===== src/rtl/main_pipe_ctrl.sv =====
// Issue/retire controller for a fixed-latency kernel pipeline fed by two joined input streams.
// A tag shift register mirrors the kernel so we know which output beats carry real items.
module main_pipe_ctrl #(
  parameter int PIPE_LAT = 4,
  parameter int CNTW     = 32
) (
  input  logic            clk,
  input  logic            rst,
  input  logic            start,
  input  logic [CNTW-1:0] n_items,
  input  logic            in0_valid,
  input  logic            in1_valid,
  output logic            in_ready,
  output logic            out_valid,
  input  logic            out_ready,
  output logic            stall,
  output logic            busy,
  output logic            done
);

  localparam logic [1:0] ST_IDLE  = 2'd0;
  localparam logic [1:0] ST_RUN   = 2'd1;
  localparam logic [1:0] ST_DRAIN = 2'd2;
  localparam logic [1:0] ST_DONE  = 2'd3;

  logic [1:0]          state_reg, state_next;
  logic [CNTW-1:0]     issued_reg, retired_reg, n_cap_reg;
  logic [PIPE_LAT-1:0] vtag_reg, vtag_next;
  logic                active, tail, can_adv, issue, retire;

  assign active  = (state_reg == ST_RUN) || (state_reg == ST_DRAIN);
  assign tail    = vtag_reg[PIPE_LAT-1];
  assign can_adv = active && (!tail || out_ready);
  assign issue   = (state_reg == ST_RUN) && in0_valid && in1_valid &&
                   (issued_reg < n_cap_reg) && can_adv;
  assign retire  = tail && out_ready;

  assign in_ready  = issue;
  assign out_valid = tail;
  assign stall     = !can_adv;
  assign busy      = active;
  assign done      = (state_reg == ST_DONE);

  // Whole tag chain advances together with the kernel; a held tail freezes everything.
  assign vtag_next[0] = can_adv ? issue : vtag_reg[0];
  generate
    for (genvar gi = 1; gi < PIPE_LAT; gi++) begin : g_tag
      assign vtag_next[gi] = can_adv ? vtag_reg[gi-1] : vtag_reg[gi];
    end
  endgenerate

  always_comb begin
    state_next = state_reg;
    case (state_reg)
      ST_IDLE: begin
        if (start) state_next = (n_items != '0) ? ST_RUN : ST_DONE;
      end
      ST_RUN: begin
        if (issue && (issued_reg + CNTW'(1) == n_cap_reg)) state_next = ST_DRAIN;
      end
      ST_DRAIN: begin
        if (retire && (retired_reg + CNTW'(1) == n_cap_reg)) state_next = ST_DONE;
      end
      default: state_next = ST_IDLE;
    endcase
  end

  always_ff @(posedge clk) begin
    if (rst) begin
      state_reg   <= ST_IDLE;
      issued_reg  <= '0;
      retired_reg <= '0;
      n_cap_reg   <= '0;
      vtag_reg    <= '0;
    end else begin
      state_reg <= state_next;
      if (state_reg == ST_DONE) begin
        issued_reg  <= '0;
        retired_reg <= '0;
        vtag_reg    <= '0;
      end else begin
        vtag_reg <= vtag_next;
        if (issue)  issued_reg  <= issued_reg + CNTW'(1);
        if (retire) retired_reg <= retired_reg + CNTW'(1);
      end
      // Item count is latched only when a run is accepted, so later changes are ignored.
      if (state_reg == ST_IDLE && start) n_cap_reg <= n_items;
    end
  end

endmodule


===== config.mk =====
export PLATFORM = sky130hd
export DESIGN_NAME = main_pipe_ctrl
export DESIGN_NICKNAME = d
export VERILOG_FILES = /design/src/rtl/main_pipe_ctrl.sv
export SDC_FILE = /design/constraint.sdc
export NUM_CORES = 1
export LEC_CHECK = 0
export CAP_MARGIN = 5
export CORE_ASPECT_RATIO = 1.2
export CORE_UTILIZATION = 45
export DETAILED_ROUTE_END_ITERATION = 10
export SYNTH_ARGS = -nofsm -noshare
export SYNTH_HDL_FRONTEND = slang
export SYNTH_SLANG_ARGS = --single-unit

===== constraint.sdc =====
create_clock -name clk -period 3.7 [get_ports clk]
set_clock_uncertainty 0.15 [all_clocks]
set_input_delay 0.74 -clock clk [delete_from_list [all_inputs] [get_ports clk]]
set_output_delay 0.74 -clock clk [all_outputs]
set_load 0.02 [all_outputs]

==> flow_summary_export.csv <==
group,metric,value,unit
yosys,synth_edf_count,0,
worst_hold_path,hold_end,"vtag_reg[0]",
floorplan,row_count,50,
worst_setup_path,critPathLaunchType,"flop",
drt,wl,22890,µm
drt,viasPerCell,5.626,
yosys,yosysWarnings,0,
worst_setup_path,required,2.81,ns
sta,slew_headroom,0.6048,
worst_setup_path,crit_arrival,2.58,ns
drt,drc,0,
floorplan,die-width,117.7,µm
global_routing,grt_remaining_overflow,0,
cts,clkTransAtPathRegs,0.07,ns
finish,final_core_util,0.5560,
flow_run,maxCapViolCount,0,
global_routing,grt_pass1_vias,6642,
worst_setup_path,r2r-start,"retired_reg[3]",
worst_setup_path,crit_type,"reg2out",
finish,drive_gt1_frac,0.1181,
placed_design,io_buffer_count,42,
cts,clockBufferDepth,2,
drt,wl_per_cell,18.08,µm
yosys,syn-instance-count,968,
cts,root_buffer,"clkbuf_16",
global_routing,antenna_found_initial,0,
global_routing,grt_max_degree,36,
worst_setup_path,crit_path_end_kind,"primary output",
yosys,async_flop_share,0,
power_and_ir_drop,p_seq_frac,0.355,
power_and_ir_drop,ir_drop,0.2336,mV
drt,first_iter_violations,516,
sta,hold_viol_final,0,
global_routing,grt.total_usage,0.2843,
sta,setup_viol,0,
cts,cts_htree_levels,3,
cts,cts_tree,"built",
floorplan,core,15640,µm²
drt,drt_pass1_iterations,8,
power_and_ir_drop,clkPwrFrac,0.307,
placed_design,dp_cells,1248,
cts,clock-sinks,102,
power_and_ir_drop,power_frac_comb,0.339,
sta,maxSlewViolCount,0,
finish,final_common_cell,"nand2_1",
floorplan,io_pins,43,
yosys,synth_area,7227,µm²
yosys,ys_seq_area_frac,0.2825,
yosys,ys_types,62,
yosys,synth_fp_nets,1044,
sta,rsz0062_at_grt,"false",
placed_design,gp_congestion,0.9071,
worst_setup_path,startpoint,"n_cap_reg[13]",
drt,num_vias,7123,
power_and_ir_drop,p_leak,3.247,nW
sta,setup_tns,0,ns
worst_hold_path,holdPathStages,2,
yosys,synth_seq_cells,102,
power_and_ir_drop,powerDensity,405.6,nW/µm²
finish,area_delta_synth_final,20.33,%
sta,period_share,0.9391,
power_and_ir_drop,swShare,0.3462,
power_and_ir_drop,p_int,2.306,mW
cts,cts_made_buffers,9,
drt,antenna_left,0,
finish,layout_common_cells,"123 x nand2_1, 101 x dfxtp_1, 89 x nor2_1, 89 x buf_4, 83 x xnor2_1",
power_and_ir_drop,finalPower,3.527,mW
worst_hold_path,min-delay-start,"vtag_reg[0]",
worst_setup_path,r2r_cells,9,
placed_design,dp_hpwl,17900,µm
sta,clock.fmax,0.2878,GHz
worst_setup_path,reg2reg_to,"state_reg[1]",
yosys,avgSynthCellArea,7.466,µm²
finish,nNetsFinal,1129,
placed_design,dpl_cell_area,8329,µm²
floorplan,die_y,140.8,µm
worst_setup_path,critical_path.max_fanout,4,
worst_setup_path,r2r_setup_slack,0.26,ns
outcome,status,"finished clean",
cts,cts_hold_buf,0,
floorplan,dieArea,16570,µm²
worst_hold_path,hp-class,"reg2reg",
power_and_ir_drop,power.switching,1.221,mW
finish,fin_cells,1266,
sta,period_needed,3.475,ns
floorplan,initial_core_util,0.4621,
global_routing,grt_pass1_wl,36320,µm
finish,n_antenna_cell,0,
sta,worst_pin_slew,0.5914,ns
finish,stdcell_area,8696,µm²
cts,clk_latency,0.36,ns
yosys,yosys_most_used_dff,"dfxtp_1",
power groups by stage:
stage               clock network (mW)  registers (mW)  logic, mW
floorplan                            0            1.28      0.705
global placement                     0            1.27       1.19
detailed placement                   0            1.27       1.19
CTS                               1.11            1.25       1.20
global route                      1.15            1.26       1.31
finish                            1.08            1.25       1.19
synthesized netlist by cell type (all sizes together), types with 6 or more instances:
cell / count / share of area
a21o: 9 / 0.0093
a21oi: 74 / 0.051
a31oi: 6 / 0.0052
and2: 6 / 0.0052
and3: 14 / 0.012
buf: 15 / 0.010
clkbuf: 42 / 0.022
dfxtp: 102 / 0.28
ha: 38 / 0.066
inv: 48 / 0.025
mux2i: 8 / 0.011
nand2: 123 / 0.064
nand2b: 6 / 0.0052
nand3: 40 / 0.028
nand4: 39 / 0.037
nor2: 89 / 0.046
nor3: 27 / 0.019
nor4: 32 / 0.028
o21ai: 33 / 0.023
or2: 7 / 0.0061
or3: 19 / 0.016
xnor2: 83 / 0.10
xor2: 45 / 0.055
logic make-up after synthesis:
kind of cell / after synthesis / synth area share
AO/OA/AOI/OAI: 160 / 0.1319
XOR/XNOR: 128 / 0.1551
buffers and inverters: 105 / 0.05696
AND/OR/NAND/NOR: 426 / 0.2950
adder cells (fa/ha/maj): 38 / 0.06579
multiplexers: 9 / 0.01264
flip-flops: 102 / 0.2825
timing repair:
action / 4_1_cts / 5_1_grt
gates resized for setup: 2 / 4
endpoints found under the setup margin: 1 / 1
setup buffers: 0 / 2
pin swaps: 0 / 1
worst max path at each step:
stage	to	slack, ns	cells after the start
2_1_floorplan	in_ready	0.40	11
5_1_grt	state_reg[1]	0.02	12
3_5_place_dp	state_reg[1]	0.05	10
4_1_cts	in_ready	0.22	11
6_report	in_ready	0.23	10
3_3_place_gp	state_reg[1]	0.11	10
cell type report:
cell class / instances / area, µm²
Fill cell: 1527 / 6944
Multi-Input combinational cell: 761 / 4795
Sequential cell: 102 / 2043
Timing Repair Buffer: 131 / 1087
Tap cell: 208 / 260.3
Clock buffer: 10 / 239.0
Inverter: 48 / 180.2
Clock inverter: 6 / 91.34
worst max-delay path, cell delays in order (launching register included):
cell,delay (ns)
dfxtp_1,0.42
inv_1,0.12
ha_1,0.30
a21o_1,0.16
a21o_1,0.17
a21oi_1,0.20
nand2_1,0.10
o21ai_0,0.24
nand2_1,0.12
inv_1,0.08
dlygate4sd2_1,0.33
per-stage QoR:
step	setup WS (ns)	hold slack [ns]
after CTS	0.2155	0.3118
after detailed placement	0.05402	0.3020
after floorplan	0.4026	0.2857
after global placement	0.1085	0.2959
final	0.2252	0.3109
after global routing	0.02050	0.3354
routing by layer:
layer / GRT usage / up-vias / part of all wire
met5: 0 / - / 0
li1: - / 3551 / -
met4: 0.1242 / 0 / 0.041
met2: 0.4669 / 210 / 0.46
met1: 0.3706 / 3308 / 0.46
met3: 0.04126 / 54 / 0.041
Power figures use the tool's default switching activity.
